==> src/rtl/wb_skid_delay.sv <==
// wb_skid_delay: one registered stage on the pipelined wishbone request path, with a one-entry skid buffer and an outstanding-request limit
// Ports: i_clk, i_reset (async, active-high); i_wb_* upstream request in, o_wb_* upstream response out;
//        o_dly_* delayed request out to the interconnect, i_dly_* downstream response in.
module wb_skid_delay #(
    parameter int AW       = 32,
    parameter int DW       = 32,
    parameter int LGDEPTH  = 4,
    parameter int OPT_SKID = 1
) (
    input  logic              i_clk,
    input  logic              i_reset,
    input  logic              i_wb_cyc,
    input  logic              i_wb_stb,
    input  logic              i_wb_we,
    input  logic [AW-1:0]     i_wb_addr,
    input  logic [DW-1:0]     i_wb_data,
    input  logic [DW/8-1:0]   i_wb_sel,
    output logic              o_wb_ack,
    output logic              o_wb_stall,
    output logic              o_wb_err,
    output logic [DW-1:0]     o_wb_data,
    output logic              o_dly_cyc,
    output logic              o_dly_stb,
    output logic              o_dly_we,
    output logic [AW-1:0]     o_dly_addr,
    output logic [DW-1:0]     o_dly_data,
    output logic [DW/8-1:0]   o_dly_sel,
    input  logic              i_dly_ack,
    input  logic              i_dly_stall,
    input  logic              i_dly_err,
    input  logic [DW-1:0]     i_dly_data
);
    localparam int RW = 1 + AW + DW + DW / 8;
    localparam logic [LGDEPTH-1:0] MAX = '1;
    typedef enum logic [1:0] {IDLE, ACTIVE, ERRWAIT} state_t;
    state_t state, state_n;
    logic [LGDEPTH-1:0] cnt, cnt_n, cnt_d;
    logic [RW-1:0] up_req, out_req, skid_q;
    logic up_acc, dn_acc, dec, load, issue, flush, err_stall, skid_v;
    assign up_req = {i_wb_we, i_wb_addr, i_wb_data, i_wb_sel};
    assign {o_dly_we, o_dly_addr, o_dly_data, o_dly_sel} = out_req;
    always_ff @(posedge i_clk or posedge i_reset)
        if (i_reset) state <= IDLE;
        else state <= state_n;
    always_comb
        state_n = !i_wb_cyc ? IDLE :
                  state == IDLE ? ACTIVE :
                  (state == ACTIVE && o_dly_cyc && i_dly_err) ? ERRWAIT : state;
    // Idle never stalls, so the first request of a cycle is taken on the edge where cyc rises;
    // only ERRWAIT holds the master off.
    always_comb begin
        flush     = state_n != ACTIVE;
        err_stall = OPT_SKID != 0 ? state_n == ERRWAIT : state == ERRWAIT;
    end
    assign up_acc = i_wb_cyc && i_wb_stb && !o_wb_stall;
    assign dn_acc = o_dly_stb && !i_dly_stall;
    assign dec    = (i_dly_ack || i_dly_err) && o_dly_cyc && cnt != '0;
    assign cnt_n  = cnt + LGDEPTH'(dn_acc) - LGDEPTH'(dec);
    assign cnt_d  = flush ? '0 : cnt_n;
    assign load   = !o_dly_stb || !i_dly_stall;
    // A new strobe is only raised if, after this edge's accept, one more request still fits.
    assign issue  = load && (skid_v || up_acc) && cnt_n != MAX && !flush;
    always_ff @(posedge i_clk or posedge i_reset)
        if (i_reset) begin
            cnt       <= '0;
            o_dly_cyc <= 1'b0;
            o_dly_stb <= 1'b0;
            out_req   <= '0;
            o_wb_ack  <= 1'b0;
            o_wb_err  <= 1'b0;
            o_wb_data <= '0;
        end else begin
            cnt       <= cnt_d;
            o_dly_cyc <= state_n == ACTIVE && i_wb_cyc && !i_dly_err;
            o_dly_stb <= issue || (o_dly_stb && !load && !flush);
            if (issue) out_req <= skid_v ? skid_q : up_req;
            o_wb_ack  <= i_dly_ack && o_dly_cyc && i_wb_cyc && state == ACTIVE;
            o_wb_err  <= i_dly_err && o_dly_cyc && i_wb_cyc;
            o_wb_data <= i_dly_data;
        end
    if (OPT_SKID != 0) begin : g_skid
        logic skid_vn;
        // Registered stall means one request may still arrive after the output stage blocks; it lands here.
        assign skid_vn = (skid_v || up_acc) && !issue && !flush;
        always_ff @(posedge i_clk or posedge i_reset)
            if (i_reset) begin
                skid_v     <= 1'b0;
                skid_q     <= '0;
                o_wb_stall <= 1'b0;
            end else begin
                skid_v     <= skid_vn;
                if (up_acc && !skid_v) skid_q <= up_req;
                o_wb_stall <= skid_vn || cnt_d == MAX || err_stall;
            end
    end else begin : g_direct
        assign skid_v     = 1'b0;
        assign skid_q     = '0;
        assign o_wb_stall = (o_dly_stb && i_dly_stall) || cnt_n == MAX || err_stall;
    end
endmodule
==> config.mk <==
export PLATFORM = sky130hd
export DESIGN_NAME = wb_skid_delay
export DESIGN_NICKNAME = d
export VERILOG_FILES = /design/src/rtl/wb_skid_delay.sv
export SDC_FILE = /design/constraint.sdc
export NUM_CORES = 1
export LEC_CHECK = 0
export ABC_CLOCK_PERIOD_IN_PS = 7800
export CORE_UTILIZATION = 40
export DETAILED_ROUTE_END_ITERATION = 10
export GPL_TIMING_DRIVEN = 0
export HOLD_SLACK_MARGIN = 0.05
export PLACE_DENSITY = 0.73
export SYNTH_ARGS = -nofsm -noshare
export SYNTH_HDL_FRONTEND = slang
export SYNTH_SLANG_ARGS = --single-unit
==> constraint.sdc <==
create_clock -name i_clk -period 7.8 [get_ports i_clk]
set_clock_uncertainty 0.2 [all_clocks]
set_input_delay 0.78 -clock i_clk [delete_from_list [all_inputs] [get_ports i_clk]]
set_output_delay 0.78 -clock i_clk [all_outputs]
set_load 0.02 [all_outputs]
==> results.cfg, run 1 <==
[run_status]
status = finished, final reports clean

[clocking]
cts_inserted_buffers = 17
clock_path_buffers = 2
post_cts_buffers = 0
numClockSinks = 182
cts_hold_buf = 0
clk_latency_ns = 0.43
cts_resized = 0
htree_levels = 4
cts_root_buf = clkbuf_16
cts_tree = done
clkTransAtPathRegs_ns = 0.07

[power_and_ir_drop]
p_seq_share_pct = 43.2
pwr-share-comb_pct = 24.5
p_leak_nw = 4.33
vdd_ir_drop_max_uv = 209
clkPwrFrac_pct = 32.3
switching_share_pct = 29.5
p_int_mw = 1.95
cellPowerDensity_mw_per_mm2 = 265
p_sw_uw = 817

[synthesis]
seq_area_frac_synth_pct = 62.0
avgSynthCellArea_sq_um = 15.9
syn_nets = 576
syn_area_sq_mm = 0.00735
synth_seq_cells = 182
synth_warnings = 0
yosysUniqueCellTypes = 28
syn_inst = 462

[worst_setup_path]
r2r_setup_slack_ns = 4.30
cp_max_fo = 10
r2r_start = cnt[2]
endpoint_kind = flop
r2r-end = out_req[8]
critical_path.slowest_cell = o311ai_4
path_class = input pin to flop
rr_worst_depth = 13
crit_chain = clkdlybuf4s50_1 -> o21ai_0 -> a21oi_1 -> ha_1 -> inv_1 -> ha_1 -> inv_1 -> fa_1 -> nand2b_1 -> o311ai_4 -> buf_6 -> buf_6 -> mux2_1
start_kind = input pin
cp_top_family = buffers and inverters
cp.required_ns = 7.91
worst-path-buf-inv = 5
cp.arrival_ns = 4.10
cp_slowest_stage_delay_ns = 0.51

[final_layout]
mostFrequentLayoutCells = clkdlybuf4s50_1, mux2_2, dfrtp_1
post-route-util_pct = 58.0
fin_area_sq_mm = 0.0104
nets = 809
layout-drive-gt1-share_pct = 33.9
diodes = 0
layout_commonest_cell = clkdlybuf4s50_1
fillers = 1425
syn_to_final_growth_pct = 42.0

[detailed_routing]
met1_length_microns = 6650
drc = 0
wl_met3_microns = 1040
wirelength_microns = 16400
ant_nets = 0
wire_per_inst_microns = 17.5
drt-vias-per-instance = 4.85
drt_iter0_drc = 173
wl_met2_microns = 8540
vias = 4549
top_layer_used = met4
dr.pass1.iters = 4

[timing]
slew_headroom_pct = 52.4
setup_violations = 0
worst_pin_slew_ns = 0.714
fmax_mhz = 250
rsz0062_at_grt = no
fin_crit_ns = 3.99
slew_violations = 0
hold_viol = 0
fin_crit_sh_pct = 51.2

[die]
die-width_microns = 138
core_area_sq_mm = 0.0180
row_count = 49
start_util_pct = 40.9
dieArea_sq_mm = 0.0189
die_y_microns = 138
io-pin-count = 214

[global_route]
grt_pass1_wl_microns = 25800
grt-ovfl-total = 0
grt_pass1_vias = 4976
antenna_found_initial = 0
grt_use_total_pct = 18.3
grt_max_degree = 103

[job]
maxCapViolCount = 0

[min_path]
hp-class = flop to flop
worstHoldStart = out_req[0]
holdPathStages = 1
whs_endpoint = out_req[0]

[placement]
post_dp_cell_area_sq_mm = 0.00980
portBuffers = 213
dp_hpwl_microns = 11500
place_congestion = 0.771
-- synthesized netlist by cell type, drive strengths merged --
master | instances | area share [%]
mux2 | 207 | 32
o31ai | 2 | 0.20
nand2 | 3 | 0.15
fa | 1 | 0.27
o311ai | 1 | 0.36
a21oi | 4 | 0.27
inv | 10 | 0.51
mux2i | 1 | 0.14
o21ai | 2 | 0.14
nand2b | 2 | 0.17
and4 | 1 | 0.12
nand3b | 1 | 0.10
and3 | 2 | 0.17
nor2 | 8 | 0.41
nor2b | 2 | 0.17
dfrtp | 182 | 62
buf | 8 | 0.89
clkbuf | 14 | 0.72
nand3 | 1 | 0.068
xnor2 | 1 | 0.12
ha | 5 | 0.85
o32a | 1 | 0.14
and2 | 1 | 0.085
xor2 | 1 | 0.12
a21o | 1 | 0.10
-- metrics by stage --
stage / power [mW] / hold slack [ns] / setup WS (ns) / instances / setup TNS [ns]
3_5_place_dp: 1.90 / 0.281 / 3.32 / 905 / 0
5_1_grt: 2.90 / 0.315 / 3.65 / 937 / 0
4_1_cts: 2.80 / 0.297 / 3.77 / 937 / 0
2_1_floorplan: 1.55 / 0.275 / 1.88 / 462 / 0
6_report: 2.77 / 0.290 / 3.81 / 937 / 0
3_3_place_gp: 1.87 / 0.272 / -0.265 / 904 / -45.68
-- cell type report --
type                    instances  area [sq um]  area share (%)
inverters                      10          45.0           0.432
flip-flops and latches        182          4550            43.7
plain buffers                  22           118            1.13
clock inverters                15           203            1.94
repair buffers                214          2160            20.7
clock buffers                  17           425            4.08
well taps                     229           287            2.75
multi-input cells             248          2640            25.3
-- power groups by stage --
stage               clock (mW)  sequential (mW)  combinational (mW)
finish                   0.893             1.19               0.679
global route             0.956             1.21               0.727
CTS                      0.917             1.20               0.690
detailed placement           0             1.21               0.687
global placement             0             1.20               0.668
floorplan                    0             1.32               0.230
-- state kept, by name (all words and copies together), names as in the netlist --
| signal | count |
|---|---|
| o_wb_data | 32 |
| skid_v | 1 |
| state | 2 |
| out_req | 69 |
| o_wb_ack | 1 |
| o_dly_cyc | 1 |
| o_wb_stall | 1 |
| cnt | 4 |
| skid_q | 69 |
| o_wb_err | 1 |
| o_dly_stb | 1 |
-- per-layer routing --
layer  global-route usage, %  vias up
li1                        -     2098
met1                    21.2     2315
met2                    31.7      122
met3                    6.25       14
met4                    5.49        0
met5                       0        -
-- worst max path at each step --
stage / start / to / slack, ns / cells past startpoint
after floorplan: i_reset / cnt[0] / 1.88 / 1
after global placement: i_reset / out_req[18] / -0.27 / 2
after detailed placement: i_dly_err / out_req[6] / 3.32 / 13
after CTS: i_dly_err / out_req[6] / 3.77 / 13
after global routing: i_dly_err / out_req[8] / 3.65 / 13
final: i_dly_err / out_req[8] / 3.81 / 13
-- worst reg2reg max path, cell delays in order, from the launching register on --
cell and delay, ns:
dfrtp_1 0.32, inv_1 0.05, ha_1 0.18, a21oi_1 0.15
ha_1 0.25, inv_1 0.06, ha_1 0.15, inv_1 0.05
fa_1 0.46, nand2b_1 0.25, o311ai_4 0.51, buf_6 0.24
buf_6 0.17, mux2_1 0.34
-- cell families (layout without fill, tap and decap cells) --
logic type               Yosys count  in the layout  synth area share (%)
buffers and inverters             32            278                  2.11
flip-flops                       182            182                  62.0
adder cells (fa/ha/maj)            6              6                  1.12
AO/OA/AOI/OAI                     11             11                  1.21
AND/OR/NAND/NOR                   21             21                  1.45
multiplexers                     208            208                  31.9
XOR/XNOR                           2              2                 0.239
(Power assumes the default switching activity.)
==> inputs of run 2 (changes only) <==
--- a/config.mk
+++ b/config.mk
@@ -5,12 +5,12 @@
 export SDC_FILE = /design/constraint.sdc
 export NUM_CORES = 1
 export LEC_CHECK = 0
-export ABC_CLOCK_PERIOD_IN_PS = 7800
+export ABC_CLOCK_PERIOD_IN_PS = 3300
 export CORE_UTILIZATION = 40
 export DETAILED_ROUTE_END_ITERATION = 10
 export GPL_TIMING_DRIVEN = 0
 export HOLD_SLACK_MARGIN = 0.05
-export PLACE_DENSITY = 0.73
+export PLACE_DENSITY = 0.76
 export SYNTH_ARGS = -nofsm -noshare
 export SYNTH_HDL_FRONTEND = slang
 export SYNTH_SLANG_ARGS = --single-unit
==> constraint.sdc (replaced) <==
create_clock -name i_clk -period 3.3 [get_ports i_clk]
set_clock_uncertainty 0.2 [all_clocks]
set_input_delay 0.33 -clock i_clk [delete_from_list [all_inputs] [get_ports i_clk]]
set_output_delay 0.33 -clock i_clk [all_outputs]
set_load 0.02 [all_outputs]
==> run 2 against run 1 <==
  * Power rose by 140%
  * Design area rose by 2.7%
  * Non-clock buffer count rose by 17
  * Global-route usage shrank 0.20 points
  * Wire length rose by 3.0%
  * Sequential power up 140%
  * Sequential share of layout area shrank 1.1 points
  * Critical path depth is the same
  * Largest power group unchanged
  * Final cell count is 1.8% higher
  * Largest cell class unchanged
  * Combinational power grew to 2.5 times the previous value
  * Utilization is 1.6 points higher
  * Critical endpoint is now out_req[1]
==> results.cfg, run 2 (synthesized netlist as in run 1, its figures left out) <==
[global_route]
grt_pass1_wl_microns = 25800
grt-ovfl-total = 0
grt_max_degree = 48
grt_pass1_vias = 5062
grt_use_total_pct = 18.1
antenna_found_initial = 0

[clocking]
clk_latency_ns = 0.42
clock_path_buffers = 2
cts_root_buf = clkbuf_16
htree_levels = 4
clkTransAtPathRegs_ns = 0.07
cts_tree = done
cts_inserted_buffers = 17
numClockSinks = 182

[detailed_routing]
drt_iter0_drc = 104
vias = 4649
drt-vias-per-instance = 4.87
ant_nets = 0
wire_per_inst_microns = 17.7
drc = 0
wirelength_microns = 16900
dr.pass1.iters = 5

[final_layout]
mostFrequentLayoutCells = clkdlybuf4s50_1, mux2_2, dfrtp_1
reg.largest.list = out_req (69), skid_q (69), o_wb_data (32)
post-route-util_pct = 59.6
diodes = 0
syn_to_final_growth_pct = 45.8
fin_area_sq_mm = 0.0107
stdcell_count = 954
layout-drive-gt1-share_pct = 36.8
nets = 826
layout_commonest_cell = clkdlybuf4s50_1

[die]
die_y_microns = 138
dieArea_sq_mm = 0.0189
core_area_sq_mm = 0.0180
row_count = 49
die-width_microns = 138
io-pin-count = 214
start_util_pct = 40.9

[timing]
worst_pin_slew_ns = 0.753
fin_hold_ws_ns = 0.0875
tns_ns = 0
fmax_mhz = 312
setup_violations = 0
slew_headroom_pct = 49.7
fin_crit_sh_pct = 97.2
setup_ws_ns = 0.0927
hold_viol = 0
fin_crit_ns = 3.21
slew_violations = 0

[power_and_ir_drop]
cellPowerDensity_mw_per_mm2 = 619
p_leak_nw = 4.45
p_total_mw = 6.63
vdd_ir_drop_max_uv = 410

[worst_setup_path]
cp.required_ns = 3.40
cp.arrival_ns = 3.31
cp_max_fo = 5
endpoint_kind = flop
path_class = flop to flop
start_kind = flop

[placement]
portBuffers = 213
place_congestion = 0.781
dp_hpwl_microns = 12000
pre_cts_ws_ns = -0.715
post_dp_cell_area_sq_mm = 0.00985
dp_cells = 908

[run_status]
status = finished, final reports clean

[min_path]
hp-class = input pin to flop

[job]
maxCapViolCount = 0
## run 2: changes by cell type in the layout (fill, tap and decap cells not counted), moves of 3 or more
cell	previous run	this run
buf_4	5	11
ha_1	5	2
clkinvlp_4	0	4
inv_8	3	0
buf_6	2	5
buf_12	0	6
clkinv_8	6	0
clkinv_2	0	3
## run 2: power breakdown
group          switching [mW]  total (mW)  leakage (nW)  internal, mW
combinational           0.773        1.73          2.00         0.957
sequential              0.196        2.82          2.16          2.63
clock                   0.872        2.07         0.288          1.20
total                    1.84        6.63          4.45          4.78
## run 2: final cells by class
cell class	count	area, sq um
fillers	1338	7250
flip-flops and latches	182	4560
multi-input cells	248	2710
repair buffers	231	2360
clock buffers	18	429
well taps	229	287
clock inverters	14	171
plain buffers	22	146
inverters	10	41.3
## run 2: final timing paths
path                                     to  cells past startpoint  slack, ns        from
worst max-delay path             out_req[1]                     13       0.09      cnt[1]
worst min-delay path               o_wb_err                      2       0.09   i_dly_err
worst max register to register   out_req[1]                     13       0.09      cnt[1]
worst min register to register   out_req[3]                      1       0.29  out_req[3]
max in group asynchronous       out_req[18]                      5       1.59     i_reset
min in group asynchronous        out_req[3]                      2       0.18     i_reset
## run 2: timing repair
action | in CTS | in global routing
gates cloned | 0 | 2
setup buffers | 2 | 9
endpoints found under the hold margin | 0 | 1
hold buffers | 0 | 1
gates resized for setup | 6 | 22
pin swaps | 1 | 5
endpoints found under the setup margin | 69 | 69
## run 2: metal layers
layer | global-route usage [%] | share of wire (%)
met5 | 0 | 0
met4 | 6.11 | 1.3
met3 | 6.36 | 7.7
met2 | 31.2 | 52
met1 | 20.6 | 39
## run 2: critical path, cell delays in order (launching register included)
cell,delay [ns]
dfrtp_2,0.45
nor2_2,0.16
a21oi_4,0.08
ha_4,0.27
inv_1,0.04
ha_2,0.17
inv_2,0.06
fa_2,0.45
nand2b_4,0.18
o311ai_4,0.26
buf_6,0.19
buf_12,0.13
clkbuf_16,0.14
mux2_1,0.31
